===== src/rtl/game_pkg.sv =====
// Shared constants, state encoding and small arithmetic helpers for the
// whack-a-mole game logic.
package game_pkg;

  localparam int NUM_MOLES = 18;
  localparam int SCORE_W   = 16;
  // Wide enough to hold a popcount of a full NUM_MOLES word
  localparam int CNT_W     = $clog2(NUM_MOLES + 1);

  typedef enum logic [2:0] {
    IDLE,
    REQ,
    SETTLE,
    UP,
    GAP
  } state_t;

  function automatic logic [CNT_W-1:0] popcount(input logic [NUM_MOLES-1:0] v);
    logic [CNT_W-1:0] c;
    c = '0;
    for (int i = 0; i < NUM_MOLES; i++) begin
      c = c + CNT_W'(v[i]);
    end
    return c;
  endfunction

  // Counter add that sticks at all-ones instead of wrapping
  function automatic logic [SCORE_W-1:0] sat_add(input logic [SCORE_W-1:0] a,
                                                 input logic [CNT_W-1:0]   b);
    logic [SCORE_W:0] s;
    s = {1'b0, a} + (SCORE_W + 1)'(b);
    return s[SCORE_W] ? {SCORE_W{1'b1}} : s[SCORE_W-1:0];
  endfunction

endpackage


===== src/rtl/mole_limiter.sv =====
// Turns a random word into the set of moles to light: keeps the lowest
// MAX_ACTIVE set bits, and lights mole 0 when the word is all zeros so a
// round never starts empty.
module mole_limiter
  import game_pkg::*;
#(
  parameter int MAX_ACTIVE = 4
) (
  input  logic [NUM_MOLES-1:0] word,
  output logic [NUM_MOLES-1:0] masked,
  output logic [CNT_W-1:0]     count
);

  localparam logic [CNT_W-1:0] LIMIT = CNT_W'(MAX_ACTIVE);

  logic [NUM_MOLES-1:0] kept;

  // Scan from bit 0 upward, accepting set bits until LIMIT have been taken
  always_comb begin
    logic [CNT_W-1:0] seen;
    seen = '0;
    kept = '0;
    for (int i = 0; i < NUM_MOLES; i++) begin
      if (word[i] && (seen < LIMIT)) begin
        kept[i] = 1'b1;
        seen    = seen + 1'b1;
      end
    end
  end

  assign masked = (word == '0) ? {{(NUM_MOLES-1){1'b0}}, 1'b1} : kept;
  assign count  = popcount(masked);

endmodule


===== src/rtl/mole_spawner.sv =====
// Round sequencer for the mole game: requests a random word, lights the
// limited set of moles, scores synchronized switch edges against them and
// pauses between rounds.
module mole_spawner
  import game_pkg::*;
#(
  parameter int UP_CYCLES  = 50000000,
  parameter int GAP_CYCLES = 12500000,
  parameter int MAX_ACTIVE = 4
) (
  input  logic                 clk,
  input  logic                 reset,
  input  logic                 start,
  input  logic [NUM_MOLES-1:0] rand_value,
  input  logic [NUM_MOLES-1:0] hit_in,
  output logic                 rand_change,
  output logic [NUM_MOLES-1:0] leds,
  output logic [SCORE_W-1:0]   score,
  output logic [SCORE_W-1:0]   misses,
  output logic                 round_done
);

  localparam int MAX_CYCLES = (UP_CYCLES > GAP_CYCLES) ? UP_CYCLES : GAP_CYCLES;
  localparam int TIMER_W    = (MAX_CYCLES > 1) ? $clog2(MAX_CYCLES) : 1;
  localparam logic [TIMER_W-1:0] UP_LOAD  = TIMER_W'(UP_CYCLES - 1);
  localparam logic [TIMER_W-1:0] GAP_LOAD = TIMER_W'(GAP_CYCLES - 1);

  state_t               state;
  logic [TIMER_W-1:0]   timer;
  logic                 start_prev;
  logic [CNT_W-1:0]     moles_left;
  logic [NUM_MOLES-1:0] hit_sync1;
  logic [NUM_MOLES-1:0] hit_sync2;
  logic [NUM_MOLES-1:0] hit_prev;

  logic [NUM_MOLES-1:0] hit_event;
  logic [NUM_MOLES-1:0] limit_word;
  logic [CNT_W-1:0]     limit_count;
  logic [CNT_W-1:0]     good_cnt;
  logic [CNT_W-1:0]     wrong_cnt;
  logic [CNT_W-1:0]     expire_cnt;

  mole_limiter #(
    .MAX_ACTIVE(MAX_ACTIVE)
  ) u_limiter (
    .word  (rand_value),
    .masked(limit_word),
    .count (limit_count)
  );

  // A hit is a synchronized 0->1 edge on a switch; no debounce on purpose
  assign hit_event = hit_sync2 & ~hit_prev;
  assign good_cnt  = popcount(hit_event & leds);
  assign wrong_cnt = popcount(hit_event & ~leds);
  // On timeout the wrong hits and the still-lit moles are disjoint sets,
  // so one popcount of the XOR gives their combined miss count
  assign expire_cnt = popcount(hit_event ^ leds);

  // Two-flop synchronizer followed by the edge-detect history register
  always_ff @(posedge clk or negedge reset) begin
    if (!reset) begin
      hit_sync1 <= '0;
      hit_sync2 <= '0;
      hit_prev  <= '0;
    end else begin
      hit_sync1 <= hit_in;
      hit_sync2 <= hit_sync1;
      hit_prev  <= hit_sync2;
    end
  end

  // Round FSM with registered outputs and shared up/gap timer
  always_ff @(posedge clk or negedge reset) begin
    if (!reset) begin
      state       <= IDLE;
      timer       <= '0;
      start_prev  <= 1'b0;
      moles_left  <= '0;
      leds        <= '0;
      score       <= '0;
      misses      <= '0;
      rand_change <= 1'b0;
      round_done  <= 1'b0;
    end else begin
      start_prev  <= start;
      rand_change <= 1'b0;
      round_done  <= 1'b0;
      if ((state != IDLE) && !start) begin
        // Game abandoned: go dark but keep the tallies on display
        state <= IDLE;
        leds  <= '0;
      end else begin
        case (state)
          IDLE: begin
            leds <= '0;
            if (start && !start_prev) begin
              score       <= '0;
              misses      <= '0;
              rand_change <= 1'b1;
              state       <= REQ;
            end
          end
          REQ: begin
            state <= SETTLE;
          end
          SETTLE: begin
            leds       <= limit_word;
            moles_left <= limit_count;
            timer      <= UP_LOAD;
            state      <= UP;
          end
          UP: begin
            score <= sat_add(score, good_cnt);
            if (good_cnt == moles_left) begin
              // Every lit mole was whacked: end the round early
              misses     <= sat_add(misses, wrong_cnt);
              leds       <= '0;
              round_done <= 1'b1;
              timer      <= GAP_LOAD;
              state      <= GAP;
            end else if (timer == '0) begin
              misses     <= sat_add(misses, expire_cnt);
              leds       <= '0;
              round_done <= 1'b1;
              timer      <= GAP_LOAD;
              state      <= GAP;
            end else begin
              misses     <= sat_add(misses, wrong_cnt);
              leds       <= leds & ~hit_event;
              moles_left <= moles_left - good_cnt;
              timer      <= timer - 1'b1;
            end
          end
          GAP: begin
            leds <= '0;
            if (timer == '0) begin
              // start is known high here; a low start was handled above
              rand_change <= 1'b1;
              state       <= REQ;
            end else begin
              timer <= timer - 1'b1;
            end
          end
          default: begin
            leds  <= '0;
            state <= IDLE;
          end
        endcase
      end
    end
  end

endmodule


===== config.mk =====
export PLATFORM = sky130hd
export DESIGN_NAME = mole_spawner
export DESIGN_NICKNAME = d
export VERILOG_FILES = /design/src/rtl/game_pkg.sv /design/src/rtl/mole_limiter.sv /design/src/rtl/mole_spawner.sv
export SDC_FILE = /design/constraint.sdc
export NUM_CORES = 1
export LEC_CHECK = 0
export ABC_AREA = 0
export BUFFER_PORTS_ARGS = -buffer_cell sky130_fd_sc_hd__buf_4
export CORE_UTILIZATION = 35
export DETAILED_ROUTE_END_ITERATION = 12
export GPL_TIMING_DRIVEN = 0
export MAX_ROUTING_LAYER = met4
export SETUP_SLACK_MARGIN = 0.15
export SYNTH_ARGS = -nofsm -noshare
export SYNTH_HDL_FRONTEND = slang
export SYNTH_SLANG_ARGS = --single-unit

===== constraint.sdc =====
create_clock -name clk -period 6.6 [get_ports clk]
set_clock_uncertainty 0.15 [all_clocks]
set_input_delay 0.33 -clock clk [delete_from_list [all_inputs] [get_ports clk]]
set_output_delay 0.33 -clock clk [all_outputs]
set_load 0.03 [all_outputs]

Word level (Yosys, flattened, before mapping)
Cells that the tools add are included.
{"block": "totals", "input_bits": 39, "wordCells": 240, "out_inout_bits": 52, "regBits": 141}
{"block": "op_classes", "n_eq_ne": 13, "add_sub_neg": 89, "bitwise_logic": 9, "mux": 68, "reduce_logical": 32, "magnitude_cmp": 17}
{"cell": "$add A5 B1 Y5", "n": 55}
{"cell": "$mux W16", "n": 6}
{"cell": "$mux W5", "n": 18}
{"cell": "$lt A5 B3 Y1 const B", "n": 16}
{"cell": "$mux W26", "n": 3}
{"cell": "$pmux W26 S3", "n": 1}
{"cell": "$add A5 B1 Y5 const B", "n": 15}
{"cell": "$and A18 B18 Y18", "n": 4}
{"cell": "$mux W18", "n": 4}
{"cell": "$pmux W16 S2", "n": 2}
{"cell": "$not A18 Y18", "n": 3}
{"cell": "$pmux W18 S3", "n": 1}
{"cell": "$add A16 B5 Y17", "n": 3}
{"cell": "$logic_not A26 Y1", "n": 1}
{"cell": "$sub A26 B1 Y26 const B", "n": 1}
{"cell": "$mux W1", "n": 25}
{"cell": "$logic_and A1 B1 Y1", "n": 19}
{"cell": "$logic_not A18 Y1", "n": 1}
{"cell": "$xor A18 B18 Y18", "n": 1}
{"cell": "$add A4 B1 Y5", "n": 3}
{"cell": "$mux W3", "n": 5}
{"cell": "$pmux W3 S5", "n": 1}
{"cell": "$add A3 B1 Y4", "n": 3}
{"cell": "$ne A2 B2 Y1 const B", "n": 5}
{"cell": "other kinds (20)", "n": 32}

Depth between registers and ports, before layout
Gate-level depths: netlist of run 1.
{"block": "depth", "word_depth": 71, "ltp_mapped": 65}

Cells and area by module
Synthesis of run 1 repeated with hierarchy kept, for this count alone.
{"block": "hier_totals", "cells_unflattened": 1172, "area_unflattened_um2": 10975.5}
{"module": "mole_spawner", "instances": 1, "seq_area_each_um2": 3528.4, "cells_each": 931, "area_per_inst_um2": 9196.3}
{"module": "mole_limiter", "instances": 1, "seq_area_each_um2": 0.0, "cells_each": 241, "area_per_inst_um2": 1779.2}

Worst setup path before layout of run 1
OpenSTA, ideal clock, no wires.
{"block": "synth_path", "path_type": "input-to-reg", "start": "in rand_value[1]", "end": "reg moles_left[4]", "arrival_time_ps": 11603, "t_required_ps": 6367, "path_stages": 60, "slack_ps": -5236, "n_path_buf": 2, "path_cell_list": "inv_1 -> ha_1 -> xor2_1 -> ha_1 -> nor2b_1 -> a21oi_1 -> mux2i_1 -> inv_1 -> ha_1 -> a21boi_0 -> and3_1 -> inv_1 -> nor2_1 -> nor2_1 -> ha_1 -> nand2_1 -> nand2_1 -> nor3_1 -> [... 24 more ...] -> ha_1 -> nand2_1 -> and4b_1 -> and2_1 -> fa_1 -> inv_1 -> fa_1 -> fa_1 -> inv_1 -> fa_1 -> inv_1 -> fa_1 -> fa_1 -> inv_1 -> a21oi_1 -> nor3_1 -> a31oi_1 -> o21ai_0"}
{"block": "synth_via", "elab_chain_cells": 53, "word_cells_on_any_way": 101, "cone_classes": "32 x add/sub; 16 x order compare; 35 x mux; 18 x reduce/logical"}
{"item": "start: declaration", "line_no": "mole_spawner.sv:14", "source": "input logic [NUM_MOLES-1:0] rand_value,"}
{"item": "$logic_and A1 B1 Y1", "line_no": "mole_limiter.sv:24", "source": "if (word[i] && (seen < LIMIT)) begin"}
{"item": "$mux W5", "line_no": "mole_limiter.sv:24"}
{"item": "$lt A5 B3 Y1", "line_no": "mole_limiter.sv:24"}
{"item": "$logic_and A1 B1 Y1", "line_no": "mole_limiter.sv:24"}
{"item": "$mux W5", "line_no": "mole_limiter.sv:24"}
{"item": "$lt A5 B3 Y1", "line_no": "mole_limiter.sv:24"}
{"item": "$logic_and A1 B1 Y1", "line_no": "mole_limiter.sv:24"}
{"item": "$mux W5", "line_no": "mole_limiter.sv:24"}
{"item": "[... 37 more ...]"}
{"item": "$logic_and A1 B1 Y1", "line_no": "mole_limiter.sv:24"}
{"item": "$mux W5", "line_no": "mole_limiter.sv:24"}
{"item": "$lt A5 B3 Y1", "line_no": "mole_limiter.sv:24"}
{"item": "$logic_and A1 B1 Y1", "line_no": "mole_limiter.sv:24"}
{"item": "$mux W1", "line_no": "mole_limiter.sv:24"}
{"item": "$mux W18 (*)", "line_no": "mole_limiter.sv:31", "source": "assign masked = (word == '0) ? {{(NUM_MOLES-1){1'b0}}, 1'b1} : kept;"}
{"item": "$add A5 B1 Y5 (*)", "line_no": "game_pkg.sv:22", "source": "c = c + CNT_W'(v[i]);"}
{"item": "$pmux W5 S2 (*)", "line_no": "mole_spawner.sv:93", "source": "case (state)"}
{"item": "end signal: assignment", "line_no": "mole_spawner.sv:108", "source": "moles_left <= limit_count;"}
{"item": "end signal: assignment", "line_no": "mole_spawner.sv:130", "source": "moles_left <= moles_left - good_cnt;"}
{"item": "end: declaration", "line_no": "mole_spawner.sv:31", "source": "logic [CNT_W-1:0] moles_left;"}
Mark *: on every way between the ends. The rest lies on a longest branch, timed or not.
A chain may end at the register's enable or synchronous reset.

Worst setup path after layout of run 1
{"block": "layout_path", "start": "in rand_value[0]", "end": "reg moles_left[2]"}
{"block": "layout_via", "elab_chain_cells": 55, "word_cells_on_any_way": 105, "cone_classes": "33 x add/sub; 17 x order compare; 37 x mux; 18 x reduce/logical"}
{"item": "$mux W1", "line_no": "mole_limiter.sv:24"}
{"item": "$lt A1 B3 Y1", "line_no": "mole_limiter.sv:24"}
{"item": "$logic_and A1 B1 Y1", "line_no": "mole_limiter.sv:24"}
{"item": "$mux W5", "line_no": "mole_limiter.sv:24"}
{"item": "$lt A5 B3 Y1", "line_no": "mole_limiter.sv:24"}
{"item": "$logic_and A1 B1 Y1", "line_no": "mole_limiter.sv:24"}
{"item": "$mux W5", "line_no": "mole_limiter.sv:24"}
{"item": "$lt A5 B3 Y1", "line_no": "mole_limiter.sv:24"}
{"item": "[... 39 more ...]"}
{"item": "$logic_and A1 B1 Y1", "line_no": "mole_limiter.sv:24"}
{"item": "$mux W5", "line_no": "mole_limiter.sv:24"}
{"item": "$lt A5 B3 Y1", "line_no": "mole_limiter.sv:24"}
{"item": "$logic_and A1 B1 Y1", "line_no": "mole_limiter.sv:24"}
{"item": "$mux W1", "line_no": "mole_limiter.sv:24"}
{"item": "$mux W18 (*)", "line_no": "mole_limiter.sv:31"}
{"item": "$add A5 B1 Y5 (*)", "line_no": "game_pkg.sv:22"}
{"item": "$pmux W5 S2 (*)", "line_no": "mole_spawner.sv:93"}
Marked as above.

==> results of run 1 <==
layer usage:
layer	vias to the layer above	wire length, um
li1	4436	-
met1	4498	13100
met2	240	14600
met3	53	1220
met4	0	619
met5	-	0
state kept, by name, indices dropped and copies added, names as in the netlist:
| signal | flops |
|---|---|
| hit_prev | 18 |
| hit_sync1 | 18 |
| hit_sync2 | 18 |
| leds | 18 |
| misses | 16 |
| moles_left | 5 |
| rand_change | 1 |
| round_done | 1 |
| score | 16 |
| start_prev | 1 |
| state | 3 |
| timer | 26 |
area by class of cell:
cell class	count	area, sq um
Timing Repair Buffer	207	1740
Multi-Input combinational cell	839	7240
Sequential cell	141	3530
Clock inverter	13	139
Inverter	155	602
Fill cell	2777	15400
Tap cell	390	488
Buffer	33	185
Clock buffer	19	443
where the power goes:
part	switching (uW)	internal [uW]
clock network	384	567
registers	59.1	926
logic	1460	1500
cell usage in the layout, fill, tap and decap left out, types with 20 or more instances in the layout:
| cell | Yosys | final |
|---|---|---|
| a21oi_1 | 72 | 55 |
| buf_4 | 1 | 163 |
| buf_6 | 0 | 23 |
| clkbuf_1 | 26 | 23 |
| dfrtp_1 | 141 | 141 |
| dlygate4sd3_1 | 0 | 20 |
| fa_1 | 52 | 48 |
| ha_1 | 120 | 102 |
| inv_1 | 155 | 145 |
| nand2_1 | 123 | 111 |
| nor2_1 | 74 | 67 |
| o21ai_0 | 85 | 67 |
| xnor2_1 | 27 | 21 |
cells by family (layout without fill, tap and decap cells):
logic type / after synthesis / after routing / share of synthesized area [%]
AOI/OAI and AO/OA: 286 / 286 / 17.1
adders and majority gates: 172 / 172 / 23.8
DFF: 141 / 141 / 33.1
xor gates and xnor gates: 36 / 36 / 3.34
buffers and inverters: 188 / 427 / 6.69
muxes: 7 / 7 / 0.715
and+or+nand+nor: 338 / 338 / 15.3
worst register-to-register path: cells and delay by family (launching register included):
family | cells | cell delay, ps
and+or+nand+nor | 4 | 1040
buffers and inverters | 7 | 790
DFF | 1 | 360
adders and majority gates | 9 | 3540
AOI/OAI and AO/OA | 3 | 330
xor gates and xnor gates | 1 | 190
how the worst max path moves through the flow:
| stage | endpoint | slack [ps] | depth (start not counted) |
|---|---|---|---|
| after floorplan | moles_left[1] | -4190 | 60 |
| after global placement | moles_left[4] | -5470 | 61 |
| after detailed placement | moles_left[4] | -5660 | 61 |
| after CTS | moles_left[4] | -4070 | 61 |
| after global routing | moles_left[2] | -4470 | 60 |
| final | moles_left[2] | -4060 | 60 |
stage by stage:
step | hold WS (ps) | setup TNS [ps]
after floorplan | -116 | -23760
after global placement | 185 | -61610
after detailed placement | 185 | -62000
after CTS | 123 | -23720
after global routing | 203 | -27170
final | 169 | -23960
what timing repair did:
| action | CTS | global route |
|---|---|---|
| gates cloned | 0 | 0 |
| setup buffers | 65 | 32 |
| hold endpoints to repair | 107 | 0 |
| resized for setup | 129 | 54 |
| hold buffers | 20 | 0 |
| pin swaps | 53 | 51 |
| endpoints found under the setup margin | 83 | 76 |
==> results.py, run 1 <==
metrics = {
    "place": {
        "place_ws_ps": -5660,
        "gp_congestion": 0.886,
        "portBuffers": 89,
        "postPlaceCellArea_sq_mm": 0.0120,
        "dp_cells": 1648,
        "hpwl_um": 20900,
    },
    "worst_setup_path": {
        "critPathLaunch": "rand_value[0]",
        "crit_path_end_kind": "register",
        "slowest_stage": "fa_1",
        "crit_top_cell": "ha_4",
        "rr_worst_depth": 24,
        "critPathKind": "input pin to register",
        "path_delay_family": "adder cells",
        "reg2reg_to": "moles_left[4]",
        "path_buf_inv": 11,
        "critPathLaunchType": "input pin",
        "reg2reg_from": "hit_sync2[5]",
        "path_max_fanout": 6,
        "crit_path_max_incr_delay_ps": 560,
        "cp.arrival_ps": 10810,
        "required_ps": 6760,
        "reg2reg_slack_ps": 140,
    },
    "die": {
        "pin_count": 91,
        "start_util_pct": 35.8,
        "rows": 63,
        "die-area_sq_mm": 0.0312,
        "fp.dieH_um": 177,
        "core-area_sq_mm": 0.0298,
        "dieWidth_um": 177,
    },
    "logic_synthesis": {
        "synth_enable_flop_cells": 0,
        "ys_types": 73,
        "postSynthCellCount": 1168,
        "yosys.area.top_type": "dfrtp_1",
        "yosys_most_used_dff": "dfrtp_1",
        "ys_top_cells_by_count": "inv_1 (155), dfrtp_1 (141), nand2_1 (123)",
        "synth.most_common_cell": "inv_1",
        "synthArstFlopShare_pct": 100,
        "synthesis.area_sq_mm": 0.0107,
        "ys_ff_latch": 141,
        "synth_nets": 1379,
        "ys.warnings.count": 0,
        "seq_area_frac_synth_pct": 33.1,
        "avgSynthCellArea_sq_um": 9.14,
        "synth_area_leaders": "dfrtp_1 (33%), ha_1 (14%), fa_1 (9.8%)",
        "yosysTopAreaCellShare_pct": 33.1,
    },
    "grt": {
        "grt_util_met2_pct": 32.0,
        "grtUsageMet1_pct": 24.9,
        "grt_usage_pct": 19.6,
        "grt_busiest_layer": "met2",
        "grt_max_degree": 90,
        "first_global_vias": 9017,
        "antenna_found_initial": 0,
        "grt_overflow_total": 0,
        "grt.met3_usage_pct": 3.07,
        "grt_pass1_wl_um": 46500,
    },
    "timing": {
        "hold_violations": 0,
        "maxSlewViolCount": 0,
        "setup_viol": 9,
        "tightest_slew_ps": 970,
        "slew_headroom_pct": 34.8,
        "period_share_pct": 161,
        "setup_ws_ps": -4060,
        "fin_crit_ps": 10660,
        "fmax_mhz": 93.8,
        "rsz0062_at_grt": "yes",
    },
    "finish": {
        "diodes": 0,
        "design_area_sq_mm": 0.0144,
        "finalNonFillerCells": 1797,
        "final_layout_size_suffix_gt1_share_pct": 26.8,
        "final_core_util_pct": 48.2,
        "areaGrowthSynthToFinish_pct": 34.7,
        "nNetsFinal": 1605,
    },
    "clocking": {
        "cts_sinks": 141,
        "clock_path_buffers": 2,
        "cts_buffers": 17,
        "htree_levels": 4,
        "cts_tree": "done",
        "clock_latency_ps": 430,
        "cts_root_buf": "clkbuf_16",
        "clkTransAtPathRegs_ps": 70,
    },
    "status": {
        "failed_checks": "setup timing",
        "status": "complete, but fails checks",
    },
    "drt": {
        "first_pass_iters": 6,
        "drt.antenna.violating_nets": 0,
        "post_drt_wl_per_cell_um": 16.4,
        "wl_um": 29500,
        "drc": 0,
        "drt-vias-per-instance": 5.13,
        "drtIter0Drc": 501,
        "vias": 9227,
    },
    "min_path": {
        "whs_endpoint": "leds[4]",
        "min_path_type": "input pin to register",
        "hold_path_depth": 3,
        "min_from": "rand_value[4]",
    },
    "pwr": {
        "vdd_drop_max_uv": 221,
        "p_leak_uw": 0.00677,
        "total_power_uw": 4890,
        "power_density_mw_per_mm2": 340,
    },
    "flow_run": {
        "maxCapViolCount": 0,
    },
}
Power figures use the tool's default switching activity.
==> run 2, diff against run 1 <==
Settings changed: BUFFER_PORTS_ARGS -buffer_cell sky130_fd_sc_hd__buf_4 to -buffer_cell sky130_fd_sc_hd__buf_2, CORE_UTILIZATION 35 to 39.
==> run 2 against run 1 <==
The run still ends with setup timing left. Critical endpoint unchanged. Sequential power barely moved. Setup slack got worse by 170 ps. Sequential share of layout area rose by 0.31 points. Critical path depth did not move. Total power rose by 5.2%. Largest power group unchanged. First-iteration DRC count rose by 4.8%. Core utilization rose by 4.6 points. Clock power rose by 2.7%. Die area fell by 10%.
==> results.py, run 2 (synthesized netlist as in run 1, its figures left out) <==
metrics = {
    "status": {
        "status": "complete, but fails checks",
        "failed_checks": "setup timing",
    },
    "place": {
        "gp_congestion": 0.868,
        "hpwl_um": 20600,
        "portBuffers": 89,
        "postPlaceCellArea_sq_mm": 0.0118,
        "dp_cells": 1599,
    },
    "die": {
        "fp.dieH_um": 167,
        "core-area_sq_mm": 0.0269,
        "start_util_pct": 39.7,
        "die-area_sq_mm": 0.0280,
        "rows": 60,
        "pin_count": 91,
        "dieWidth_um": 167,
    },
    "finish": {
        "final_cell_mix": "inv_1 (142), dfrtp_1 (140), nand2_1 (112)",
        "finalNonFillerCells": 1754,
        "num-fill-cells": 2429,
        "seqCellArea_sq_mm": 0.00353,
        "layout_commonest_cell": "inv_1",
        "largest_reg_flops": 26,
        "areaGrowthSynthToFinish_pct": 33.1,
        "multi_input_area_sq_mm": 0.00728,
        "final_layout_size_suffix_gt1_share_pct": 28.1,
        "diodes": 0,
        "top_register": "timer",
        "design_area_sq_mm": 0.0142,
        "final_core_util_pct": 52.8,
        "nNetsFinal": 1612,
    },
    "pwr": {
        "vdd_drop_max_uv": 269,
        "seqPwrFrac_pct": 19.2,
        "power_frac_comb_pct": 61.8,
        "p_leak_uw": 0.00677,
        "switching_share_pct": 38.4,
        "power.share.clock_pct": 19.0,
        "p_int_uw": 3170,
        "switchingPower_uw": 1980,
        "power_density_mw_per_mm2": 362,
    },
    "worst_setup_path": {
        "crit_path_max_incr_delay_ps": 550,
        "slowest_stage": "fa_1",
        "crit_path_end_kind": "register",
        "crit_top_cell": "ha_4",
        "required_ps": 6750,
        "path_max_fanout": 5,
        "cp.arrival_ps": 10970,
        "critPathKind": "input pin to register",
        "critPathLaunchType": "input pin",
    },
    "drt": {
        "first_pass_iters": 5,
        "vias": 9234,
        "drt.antenna.violating_nets": 0,
        "post_drt_wl_per_cell_um": 16.8,
        "drtIter0Drc": 525,
        "drc": 0,
        "wl_um": 29500,
        "drt-vias-per-instance": 5.26,
    },
    "timing": {
        "setup_ws_ps": -4230,
        "fin_setup_tns_ps": -24730,
        "rsz0062_at_grt": "yes",
        "hold_ws_ps": 195,
        "slew_headroom_pct": 36.4,
        "setup_viol": 9,
        "period_share_pct": 164,
        "fin_crit_ps": 10830,
        "tightest_slew_ps": 951,
        "maxSlewViolCount": 0,
        "hold_violations": 0,
        "fmax_mhz": 92.4,
    },
    "grt": {
        "grt_max_degree": 92,
        "grt_overflow_total": 0,
        "antenna_found_initial": 0,
        "first_global_vias": 8882,
        "grt_pass1_wl_um": 46600,
        "grt_usage_pct": 21.9,
    },
    "clocking": {
        "htree_levels": 4,
        "cts_tree": "done",
        "cts_root_buf": "clkbuf_16",
        "clock_path_buffers": 2,
        "cts_buffers": 17,
        "clkTransAtPathRegs_ps": 60,
        "clock_latency_ps": 430,
        "cts_sinks": 141,
    },
    "flow_run": {
        "maxCapViolCount": 0,
    },
    "min_path": {
        "min_path_type": "register to register",
    },
}
[run 2: what timing repair did]
| action | 4_1_cts | 5_1_grt |
|---|---|---|
| gates cloned | 0 | 0 |
| pin swaps | 57 | 59 |
| gates resized for setup | 134 | 74 |
| hold buffers | 20 | 0 |
| endpoints found under the hold margin | 69 | 0 |
| setup buffers | 85 | 19 |
| endpoints found under the setup margin | 83 | 74 |
[run 2: metrics by stage]
stage	power, uW	setup WS, ps
2_1_floorplan	2630	-4190
3_3_place_gp	3120	-5610
3_5_place_dp	3160	-5660
4_1_cts	4830	-4090
5_1_grt	5520	-4580
6_report	5140	-4230
[run 2: path summary, 6_finish.rpt]
| path | from | endpoint | slack (ps) | cells after the start |
|---|---|---|---|---|
| max in group asynchronous | reset | hit_sync2[7] | 5180 | 3 |
| min in group asynchronous | reset | leds[14] | 270 | 2 |
| worst max-delay path | rand_value[0] | moles_left[2] | -4230 | 60 |
| worst min register to register | hit_sync1[13] | hit_sync2[13] | 190 | 0 |
| worst min-delay path | hit_sync1[13] | hit_sync2[13] | 190 | 0 |
| worst max register to register | hit_sync2[11] | moles_left[4] | 280 | 23 |
[run 2: layout make-up]
class	count	area share [%]
plain buffers	33	1.26
clock buffers	20	3.15
clock inverters	11	1.00
inverters	155	4.24
multi-input cells	839	51.3
flip-flops and latches	141	24.9
well taps	341	3.00
repair buffers	214	11.2
[run 2: critical path: cells and delay by family]
family,cells,cell delay [ps]
adders and majority gates,15,4750
AOI/OAI and AO/OA,14,2100
and+or+nand+nor,14,1740
buffers and inverters,12,1070
xor gates and xnor gates,4,620
muxes,1,340
[run 2: layer usage]
metal  vias to the layer above  GRT usage [%]  part of all wire (%)
met5                         -              -                     0
met4                         0           6.70                   1.6
met1                      4513           28.3                    45
met2                       227           35.5                    50
met3                        31           3.10                   4.0
li1                       4463              -                     -
[run 2: power groups by stage]
| stage | logic, uW | registers [uW] | clock network (uW) |
|---|---|---|---|
| CTS | 2850 | 981 | 1000 |
| global placement | 2130 | 993 | 0 |
| global route | 3490 | 994 | 1030 |
| finish | 3180 | 986 | 977 |
| floorplan | 1630 | 999 | 0 |
| detailed placement | 2170 | 994 | 0 |
==> run 3, diff against run 2 <==
Settings changed: REMOVE_ABC_BUFFERS from default to 1.
==> run 3 against run 2 <==
The run still ends with setup timing left. Fmax grew 1.5%. Final cell count down 2.9%. Via count shrank 3.6%. Count of clock-buffer cells in the layout decreased by 1. Register-to-register slack got worse by 810 ps. Sequential share of layout area grew 0.61 points. Non-clock buffer count decreased by 51. Total power down 4.6%. Sequential power is essentially flat. Critical path type unchanged.
==> results.py, run 3 (synthesized netlist as in run 1, its figures left out) <==
metrics = {
    "worst_setup_path": {
        "path_max_fanout": 4,
        "slowest_stage": "fa_1",
        "critPathKind": "input pin to register",
        "critPathLaunchType": "input pin",
        "rr_worst_depth": 23,
        "required_ps": 6760,
        "cp.arrival_ps": 10830,
        "crit_path_end_kind": "register",
        "reg2reg_from": "hit_prev[9]",
        "reg2reg_slack_ps": -530,
        "crit_path_max_incr_delay_ps": 570,
        "crit_top_cell": "ha_4",
        "reg2reg_to": "state[0]",
    },
    "min_path": {
        "min_from": "hit_sync1[10]",
        "whs_endpoint": "hit_sync2[10]",
        "min_path_type": "register to register",
        "hold_path_depth": 0,
    },
    "drt": {
        "drt.antenna.violating_nets": 0,
        "route.met2.wl_um": 14200,
        "drtIter0Drc": 412,
        "vias": 8903,
        "m1WireLength_um": 12600,
        "drt-vias-per-instance": 5.23,
        "wl_um": 28100,
        "top_layer_used": "met4",
        "drc": 0,
        "post_drt_wl_per_cell_um": 16.5,
        "met3_length_um": 820,
        "first_pass_iters": 4,
    },
    "finish": {
        "diodes": 0,
        "largest_reg_flops": 26,
        "areaGrowthSynthToFinish_pct": 29.8,
        "nNetsFinal": 1561,
        "layout_commonest_cell": "inv_1",
        "final_layout_size_suffix_gt1_share_pct": 27.2,
        "top_register": "timer",
        "final_cell_mix": "inv_1 (143), dfrtp_1 (141), nand2_1 (107)",
        "design_area_sq_mm": 0.0139,
    },
    "timing": {
        "setup_ws_ps": -4070,
        "rsz0062_at_grt": "yes",
        "fin_crit_ps": 10670,
        "maxSlewViolCount": 0,
        "setup_viol": 28,
        "tightest_slew_ps": 1270,
        "slew_headroom_pct": 15.6,
        "fmax_mhz": 93.7,
        "period_share_pct": 162,
        "hold_violations": 0,
        "hold_ws_ps": 196,
    },
    "flow_run": {
        "maxCapViolCount": 0,
    },
    "grt": {
        "first_global_vias": 8770,
        "grt_usage_pct": 20.6,
        "grt_max_degree": 77,
        "grt_overflow_total": 0,
        "grt_pass1_wl_um": 44600,
        "antenna_found_initial": 0,
    },
    "die": {
        "start_util_pct": 39.7,
        "die-area_sq_mm": 0.0280,
        "dieWidth_um": 167,
        "fp.dieH_um": 167,
        "rows": 60,
        "core-area_sq_mm": 0.0269,
        "pin_count": 91,
    },
    "clocking": {
        "htree_levels": 4,
        "cts_sinks": 141,
        "clkTransAtPathRegs_ps": 60,
        "cts_root_buf": "clkbuf_16",
        "cts_tree": "done",
        "cts_buffers": 17,
        "clock_path_buffers": 2,
        "clock_latency_ps": 420,
    },
    "place": {
        "postPlaceCellArea_sq_mm": 0.0115,
        "portBuffers": 90,
        "gp_congestion": 0.865,
        "hpwl_um": 19500,
    },
    "pwr": {
        "power_density_mw_per_mm2": 354,
        "total_power_uw": 4910,
        "vdd_drop_max_uv": 255,
        "p_leak_uw": 0.00661,
    },
    "status": {
        "status": "complete, but fails checks",
        "failed_checks": "setup timing",
    },
}
[run 3: changes by cell type in the layout (fill, tap and decap cells not counted), moves of 4 or more]
cell	delta
ha_1	+8
o21ai_0	-10
buf_4	-17
ha_2	-4
buf_6	-7
o21ai_2	+5
clkbuf_1	-24
ha_4	-4
nand2_1	-5
o21ai_1	+4
[run 3: how the worst max path moves through the flow]
stage / end / start / cells past startpoint
floorplan: moles_left[4] / rand_value[1] / 58
global placement: moles_left[4] / rand_value[0] / 59
detailed placement: moles_left[4] / rand_value[0] / 59
CTS: moles_left[4] / rand_value[0] / 61
global route: moles_left[4] / rand_value[0] / 59
finish: moles_left[2] / rand_value[0] / 59
[run 3: through the flow]
step	setup slack, ps	std cells	util (%)	setup TNS (ps)
floorplan	-5080	1135	-	-31720
global placement	-6970	1566	42.5	-88840
detailed placement	-7090	1568	42.7	-89110
CTS	-4080	1677	49.3	-36360
global route	-4470	1703	51.6	-38360
finish	-4070	1703	51.6	-28840
[run 3: worst max-delay path, delay by kind of cell]
| kind | cells | cell delay [ps] |
|---|---|---|
| AOI/OAI and AO/OA | 10 | 1350 |
| xor gates and xnor gates | 5 | 950 |
| adders and majority gates | 17 | 5320 |
| buffers and inverters | 9 | 680 |
| muxes | 2 | 450 |
| and+or+nand+nor | 16 | 1760 |
[run 3: cell type report]
cell class / instances / area [sq um]
well taps: 341 / 427
repair buffers: 196 / 1450
fillers: 2462 / 13000
clock inverters: 12 / 121
clock buffers: 19 / 453
multi-input cells: 839 / 7280
flip-flops and latches: 141 / 3530
inverters: 155 / 592
[run 3: routing by layer]
metal	GRT usage, %	vias to the layer above
met3	3.26	32
met2	33.7	148
met4	6.06	0
li1	-	4330
met1	26.2	4393
met5	-	-
[run 3: power breakdown]
| part | switching [uW] | total (uW) | leakage (uW) | internal, uW |
|---|---|---|---|---|
| Combinational | 1490 | 2980 | 0.00458 | 1500 |
| Clock | 372 | 941 | 0.000280 | 570 |
| Sequential | 58.1 | 984 | 0.00175 | 926 |
| Total | 1920 | 4910 | 0.00661 | 2990 |
[run 3: timing repair]
item / in CTS / in global routing
hold buffers: 20 / 0
setup buffers: 58 / 26
setup endpoints to repair: 83 / 77
pin swaps: 57 / 53
endpoints found under the hold margin: 84 / 0
gates resized for setup: 151 / 107
